### src/rtl/mmio_uart_tx_if.sv
// Data-memory bus as seen by the UART transmitter; the core side is master,
// the responder side is slave.
interface mmio_uart_tx_if;
    logic        ram_write;
    logic [2:0]  write_type;
    logic [31:0] mem_addr;
    logic [31:0] mem_write_data;
    logic [31:0] mem_read_data;
    logic        sel;

    modport master (
        output ram_write, write_type, mem_addr, mem_write_data,
        input  mem_read_data, sel
    );

    modport slave (
        input  ram_write, write_type, mem_addr, mem_write_data,
        output mem_read_data, sel
    );
endinterface

### src/rtl/mmio_uart_tx.sv
// Memory-mapped UART transmitter: a 16-byte register window, a TX FIFO and an
// 8N1 serialiser. Define MMIO_UART_TX_PARITY_EN for 8E1 frames with even parity.
module mmio_uart_tx #(
    parameter logic [31:0] BASE_ADDR  = 32'h1000_0000,
    parameter int          FIFO_DEPTH = 8,
    parameter logic [15:0] DIV_RESET  = 16'd868
) (
    input  logic          clk,
    input  logic          rst,
    mmio_uart_tx_if.slave bus,
    output logic          tx,
    output logic          irq
);
    localparam int PTR_W = $clog2(FIFO_DEPTH);
    localparam int CNT_W = PTR_W + 1;

`ifdef MMIO_UART_TX_PARITY_EN
    localparam logic PARITY_EN = 1'b1;
    typedef enum logic [2:0] {IDLE, START, DATA, PARITY, STOP} state_t;
`else
    localparam logic PARITY_EN = 1'b0;
    typedef enum logic [2:0] {IDLE, START, DATA, STOP} state_t;
`endif

    logic [7:0]       fifo_mem [FIFO_DEPTH];
    logic [PTR_W-1:0] rd_ptr;
    logic [PTR_W-1:0] wr_ptr;
    logic [CNT_W-1:0] count;
    logic [CNT_W-1:0] count_next;
    logic [3:0]       count4;
    logic             overflow;
    logic [15:0]      divisor;
    logic [15:0]      div_eff_m1;

    state_t           state;
    logic [15:0]      timer;
    logic [15:0]      bit_len_m1;
    logic [7:0]       shreg;
    logic [2:0]       bit_idx;
`ifdef MMIO_UART_TX_PARITY_EN
    logic             parity_bit;
`endif

    logic             wr_en;
    logic             push_req;
    logic             push_ok;
    logic             pop;
    logic             full;
    logic             empty;
    logic             idle_next;
    logic [1:0]       offset;
    logic [31:0]      reg_word;
    logic [31:0]      lane_word;
    logic [7:0]       byte_sel;
    logic [15:0]      half_sel;
    logic             unused_bits;

    assign offset      = bus.mem_addr[3:2];
    assign bus.sel     = (bus.mem_addr[31:4] == BASE_ADDR[31:4]);
    assign wr_en       = bus.ram_write && bus.sel;
    assign push_req    = wr_en && (offset == 2'd0);
    assign full        = (count == CNT_W'(FIFO_DEPTH));
    assign empty       = (count == '0);
    assign push_ok     = push_req && !full;
    assign pop         = (state == IDLE) && !empty;
    assign count4      = 4'(count);
    assign div_eff_m1  = (divisor == 16'd0) ? 16'd0 : divisor - 16'd1;
    assign idle_next   = ((state == IDLE) && !pop) || ((state == STOP) && (timer == 16'd0));
    assign unused_bits = ^bus.mem_write_data[31:16];

    always_comb begin
        count_next = count;
        if (push_ok && !pop) begin
            count_next = count + 1'b1;
        end else if (!push_ok && pop) begin
            count_next = count - 1'b1;
        end
    end

    always_comb begin
        reg_word = 32'h0;
        case (offset)
            2'd1:    reg_word = {20'h0, count4, 3'b000, PARITY_EN, overflow, empty, full, (state != IDLE)};
            2'd2:    reg_word = {16'h0, divisor};
            default: reg_word = 32'h0;
        endcase
    end

    // Loads pick their lane from the low address bits; words ignore them.
    always_comb begin
        byte_sel  = 8'(reg_word >> {bus.mem_addr[1:0], 3'b000});
        half_sel  = bus.mem_addr[1] ? reg_word[31:16] : reg_word[15:0];
        lane_word = reg_word;
        case (bus.write_type)
            3'b000:  lane_word = {{24{byte_sel[7]}}, byte_sel};
            3'b001:  lane_word = {{16{half_sel[15]}}, half_sel};
            3'b100:  lane_word = {24'h0, byte_sel};
            3'b101:  lane_word = {16'h0, half_sel};
            default: lane_word = reg_word;
        endcase
        bus.mem_read_data = bus.sel ? lane_word : 32'h0;
    end

    always_ff @(posedge clk) begin
        if (push_ok) begin
            fifo_mem[wr_ptr] <= bus.mem_write_data[7:0];
        end
    end

    always_ff @(posedge clk) begin
        if (rst) begin
            rd_ptr   <= '0;
            wr_ptr   <= '0;
            count    <= '0;
            overflow <= 1'b0;
            divisor  <= DIV_RESET;
        end else begin
            count <= count_next;
            if (push_ok) begin
                wr_ptr <= wr_ptr + 1'b1;
            end
            if (pop) begin
                rd_ptr <= rd_ptr + 1'b1;
            end
            // A push into a full FIFO is lost even if a pop frees a slot this cycle.
            if (push_req && full) begin
                overflow <= 1'b1;
            end else if (wr_en && (offset == 2'd1) && bus.mem_write_data[3]) begin
                overflow <= 1'b0;
            end
            if (wr_en && (offset == 2'd2)) begin
                case (bus.write_type[1:0])
                    2'b00: begin
                        if (bus.mem_addr[1:0] == 2'd0) begin
                            divisor[7:0] <= bus.mem_write_data[7:0];
                        end else if (bus.mem_addr[1:0] == 2'd1) begin
                            divisor[15:8] <= bus.mem_write_data[7:0];
                        end
                    end
                    2'b01: begin
                        if (!bus.mem_addr[1]) begin
                            divisor <= bus.mem_write_data[15:0];
                        end
                    end
                    default: divisor <= bus.mem_write_data[15:0];
                endcase
            end
        end
    end

    // The bit length is latched at frame start so divisor writes only affect later frames.
    always_ff @(posedge clk) begin
        if (rst) begin
            state      <= IDLE;
            tx         <= 1'b1;
            irq        <= 1'b1;
            timer      <= 16'd0;
            bit_len_m1 <= 16'd0;
            shreg      <= 8'h00;
            bit_idx    <= 3'd0;
`ifdef MMIO_UART_TX_PARITY_EN
            parity_bit <= 1'b0;
`endif
        end else begin
            irq <= idle_next && (count_next == '0);
            case (state)
                IDLE: begin
                    tx <= 1'b1;
                    if (pop) begin
                        shreg      <= fifo_mem[rd_ptr];
`ifdef MMIO_UART_TX_PARITY_EN
                        parity_bit <= ^fifo_mem[rd_ptr];
`endif
                        bit_len_m1 <= div_eff_m1;
                        timer      <= div_eff_m1;
                        tx         <= 1'b0;
                        state      <= START;
                    end
                end
                START: begin
                    if (timer == 16'd0) begin
                        tx      <= shreg[0];
                        shreg   <= shreg >> 1;
                        bit_idx <= 3'd0;
                        timer   <= bit_len_m1;
                        state   <= DATA;
                    end else begin
                        timer <= timer - 16'd1;
                    end
                end
                DATA: begin
                    if (timer == 16'd0) begin
                        timer <= bit_len_m1;
                        if (bit_idx == 3'd7) begin
`ifdef MMIO_UART_TX_PARITY_EN
                            tx    <= parity_bit;
                            state <= PARITY;
`else
                            tx    <= 1'b1;
                            state <= STOP;
`endif
                        end else begin
                            tx      <= shreg[0];
                            shreg   <= shreg >> 1;
                            bit_idx <= bit_idx + 3'd1;
                        end
                    end else begin
                        timer <= timer - 16'd1;
                    end
                end
`ifdef MMIO_UART_TX_PARITY_EN
                PARITY: begin
                    if (timer == 16'd0) begin
                        tx    <= 1'b1;
                        timer <= bit_len_m1;
                        state <= STOP;
                    end else begin
                        timer <= timer - 16'd1;
                    end
                end
`endif
                STOP: begin
                    if (timer == 16'd0) begin
                        tx    <= 1'b1;
                        state <= IDLE;
                    end else begin
                        timer <= timer - 16'd1;
                    end
                end
                default: begin
                    tx    <= 1'b1;
                    state <= IDLE;
                end
            endcase
        end
    end
endmodule

### src/flat_wrapper.sv
// flat-port wrapper written by rule: the top's interface ports become plain ports
module mmio_uart_tx_flat 
#(
    parameter logic [31:0] BASE_ADDR  = 32'h1000_0000,
    parameter int          FIFO_DEPTH = 8,
    parameter logic [15:0] DIV_RESET  = 16'd868
)
  (clk, rst, tx, irq, bus_ram_write, bus_write_type, bus_mem_addr, bus_mem_write_data, bus_mem_read_data, bus_sel);
  mmio_uart_tx_if bus_i ();
  input  logic clk;
  input  logic rst;
  output logic tx;
  output logic irq;
  input wire logic [$bits(bus_i.ram_write)-1:0] bus_ram_write;
  input wire logic [$bits(bus_i.write_type)-1:0] bus_write_type;
  input wire logic [$bits(bus_i.mem_addr)-1:0] bus_mem_addr;
  input wire logic [$bits(bus_i.mem_write_data)-1:0] bus_mem_write_data;
  output wire logic [$bits(bus_i.mem_read_data)-1:0] bus_mem_read_data;
  output wire logic [$bits(bus_i.sel)-1:0] bus_sel;
  assign bus_i.ram_write = bus_ram_write;
  assign bus_i.write_type = bus_write_type;
  assign bus_i.mem_addr = bus_mem_addr;
  assign bus_i.mem_write_data = bus_mem_write_data;
  assign bus_mem_read_data = bus_i.mem_read_data;
  assign bus_sel = bus_i.sel;
  mmio_uart_tx #(.BASE_ADDR(BASE_ADDR), .FIFO_DEPTH(FIFO_DEPTH), .DIV_RESET(DIV_RESET)) u_core (.clk(clk), .rst(rst), .bus(bus_i), .tx(tx), .irq(irq));
endmodule
### config.mk
export PLATFORM = sky130hd
export DESIGN_NAME = mmio_uart_tx_flat
export DESIGN_NICKNAME = d
export VERILOG_FILES = /design/src/rtl/mmio_uart_tx_if.sv /design/src/rtl/mmio_uart_tx.sv /design/src/flat_wrapper.sv
export SDC_FILE = /design/constraint.sdc
export NUM_CORES = 1
export LEC_CHECK = 0
export ABC_AREA = 1
export BUFFER_PORTS_ARGS = -buffer_cell sky130_fd_sc_hd__buf_2
export CAP_MARGIN = 20
export CORE_MARGIN = 10
export CORE_UTILIZATION = 60
export CTS_BUF_LIST = sky130_fd_sc_hd__clkbuf_4 sky130_fd_sc_hd__clkbuf_8
export CTS_CLUSTER_DIAMETER = 200
export CTS_CLUSTER_SIZE = 28
export DETAILED_ROUTE_END_ITERATION = 12
export HOLD_SLACK_MARGIN = 0.06
export PLACE_DENSITY = 0.79
export SYNTH_ARGS = -nofsm -noshare
export SYNTH_HDL_FRONTEND = slang
export SYNTH_SLANG_ARGS = --single-unit
### constraint.sdc
create_clock -name clk -period 4 [get_ports clk]
set_clock_uncertainty 0.2 [all_clocks]
set_input_delay 0.4 -clock clk [delete_from_list [all_inputs] [get_ports clk]]
set_output_delay 0.4 -clock clk [all_outputs]
set_load 0.05 [all_outputs]
==> flow_summary.json <==
{
  "vias": 6923,
  "syn_avg_cell_area_sq_um": 7.89,
  "rsz0062_at_grt": "no",
  "grt.total_usage_pct": 22.3,
  "synth-simple-area-share_pct": 23.8,
  "initial_utilization_pct": 61.6,
  "layout_worst_path_cycle_share_pct": 82.2,
  "clockBufferDepth": 2,
  "worstHoldPathCells": 1,
  "grt_antenna_before_repair": 1,
  "power-per-cell-area_nw_per_um2": 631,
  "core-area_sq_um": 12700,
  "post_cts_resized": 0,
  "total_leakage_power_nw": 3.71,
  "clkSinkCount": 141,
  "synth_nets": 1076,
  "start_kind": "input port",
  "ys_warn_count": 0,
  "ant_nets": 0,
  "grt_max_degree": 39,
  "whs_endpoint": "u_core.fifo_mem[7][4]",
  "die_w_um": 134,
  "numCtsBuffers": 17,
  "yosys_most_used_dff": "dfxtp_1",
  "synthMuxAreaShare_pct": 0.256,
  "drt_iter0_markers": 690,
  "grt_overflow": 0,
  "io_pins": 105,
  "root_buffer": "clkbuf_8",
  "final-hold-violation-count": 0,
  "globalplace.congestion": 0.976,
  "h-tree-depth": 4,
  "path_class": "in -> out",
  "syn_inst": 990,
  "rows": 41,
  "clock.fmax_mhz": 304,
  "synth-xor-area-share_pct": 2.36,
  "worstPathMaxFanout": 16,
  "drtPass1Iterations": 5,
  "synth_edf_count": 64,
  "r2r_start": "u_core.state[0]",
  "synth_seq_cells": 141,
  "area_delta_synth_final_pct": 11.9,
  "holdCritStartpoint": "bus_mem_write_data[4]",
  "num_antenna_cells": 0,
  "setup_viol": 0,
  "status": "finished, final reports clean",
  "ys_seq_area_share_pct": 44.4,
  "synth.distinct_cells": 53,
  "min_period_ps": 3290,
  "clock_latency_ps": 460,
  "synth_most_common_cell": "nand2_1",
  "wl_per_cell_um": 15.9,
  "ys_async_sr_fraction_pct": 0,
  "required_ps": 3400,
  "grt_pass1_vias": 6611,
  "post-dp-hpwl_um": 14200,
  "slew_viol_final": 0,
  "synthAdderAreaFrac_pct": 2.56,
  "worst-r2r-cell-count": 8,
  "layout-drive-gt1-share_pct": 17.0,
  "end_kind": "output port",
  "die_h_um": 134,
  "synth_compound_area_share_pct": 17.8,
  "synth_top_family_by_area": "simple AND/OR/NAND/NOR gates",
  "slew_headroom_pct": 37.3,
  "arrival_ps": 2690,
  "maxCapViolations": 0,
  "vdd_drop_max_mv": 0.514,
  "synth_top_area_share_pct": 24.6,
  "layout.nets": 1147,
  "synth_common_cells": "nand2_1, nor2_1, inv_1",
  "port-buffer-count": 88,
  "rrSetupSlack_ps": 1220,
  "viasPerCell": 5.56,
  "path_clk_slew_ps": 80,
  "final_cells": 1246,
  "grt_pass1_wl_um": 32300,
  "synth_top_area_cell": "edfxtp_1",
  "drc": 0,
  "fin_setup_tns_ps": 0,
  "die_area_sq_um": 18000,
  "hold_path.class": "in -> reg",
  "worstMarginPinSlew_ps": 934,
  "ys_top_cells_by_area": "edfxtp_1, dfxtp_1, nand2_1",
  "wirelength_um": 19900,
  "cts_tree": "yes",
  "placed_cells": 1211,
  "synthesis.area_sq_um": 7810,
  "r2r_end": "u_core.timer[7]"
}
==> critical path: stages <==
cell,delay [ps]
buf_2,100
inv_1,70
ha_1,320
inv_1,290
nor3_2,260
inv_1,70
o22ai_1,110
nand2_1,90
nor2_2,280
nor2_1,80
nor3_2,120
buf_4,200
buf_2,290
==> placed cells by master (no fill, tap or decap), types with 8 or more instances in the layout <==
master    Yosys  routed
inv_1        98      98
xor2_1       20      20
clkbuf_8      0      17
buf_2         8      88
nor2_1      131     130
ha_1         16      16
buf_4        15      14
o21ai_0      85      85
nor3_1       18      17
dfxtp_1      77      77
nor2_2        9      10
nand3_1      44      44
o21ai_1      12      12
o22ai_1      23      23
a31oi_1      10      10
a21oi_1      79      79
o211ai_1      8       8
edfxtp_1     64      64
nand2_1     174     174
==> worst max-delay path by stage <==
stage | to | cells past startpoint | start | slack [ps]
finish | bus_mem_read_data[27] | 13 | bus_mem_addr[2] | 710
global route | bus_mem_read_data[30] | 13 | bus_mem_addr[2] | 370
CTS | bus_mem_read_data[27] | 13 | bus_mem_addr[2] | 700
detailed placement | bus_mem_read_data[27] | 13 | bus_mem_addr[2] | 700
global placement | bus_mem_read_data[27] | 13 | bus_mem_addr[2] | 770
floorplan | bus_mem_read_data[17] | 12 | bus_mem_addr[2] | 410
==> metal layers <==
metal	wire [um]	global-route usage (%)	vias to the layer above	part of all wire (%)
met3	1440	5.97	31	7.2
met1	8720	28.1	3159	44
met5	11	0	-	0.055
li1	-	-	3477	-
met2	9300	36.1	254	47
met4	385	7.50	2	1.9
==> layout make-up <==
cell class,instances,area (sq um)
clock inverters,13,154
multi-input cells,691,3660
fillers,1088,3930
well taps,172,215
repair buffers,105,593
inverters,105,399
flip-flops and latches,141,3460
clock buffers,19,249
==> power breakdown <==
| group | total [W] | leakage [nW] | switching, W | internal [W] |
|---|---|---|---|---|
| clock network | 0.00117 | 0.198 | 0.000588 | 0.000582 |
| logic | 0.00240 | 2.30 | 0.00161 | 0.000792 |
| registers | 0.00194 | 1.21 | 0.000205 | 0.00174 |
| total | 0.00551 | 3.71 | 0.00240 | 0.00311 |
==> metrics by stage <==
step	hold slack, ps	utilization (%)	total power [W]	setup slack, ps	cell area, sq um
finish	84.8	69.0	0.00551	713	8740
global route	78.9	69.0	0.00593	370	8740
CTS	63.8	68.7	0.00550	703	8710
detailed placement	256	65.4	0.00434	702	8290
global placement	249	65.4	0.00429	773	8290
floorplan	233	-	0.00384	411	7810
==> flip-flops by register name, summed over array words and instances, names as in the netlist, named ones only <==
register / cells
u_core.overflow: 1
u_core.bit_idx: 3
u_core.irq: 1
u_core.fifo_mem: 64
u_core.count: 4
u_core.bit_len_m1: 16
u_core.shreg: 8
u_core.tx: 1
u_core.timer: 16
u_core.rd_ptr: 3
u_core.divisor: 16
u_core.wr_ptr: 3
u_core.state: 2
==> kinds of logic after synthesis <==
group,Yosys count
AND/OR/NAND/NOR,411
adder cells (fa/ha/maj),16
XOR/XNOR,21
AO/OA/AOI/OAI,241
multiplexers,2
flip-flops,141
buffers and inverters,158
==> repair_timing <==
item | in CTS | in global routing
hold buffers | 2 | 0
hold endpoints to repair | 2 | 0
setup buffers | 0 | 0
(Power assumes the default switching activity.)
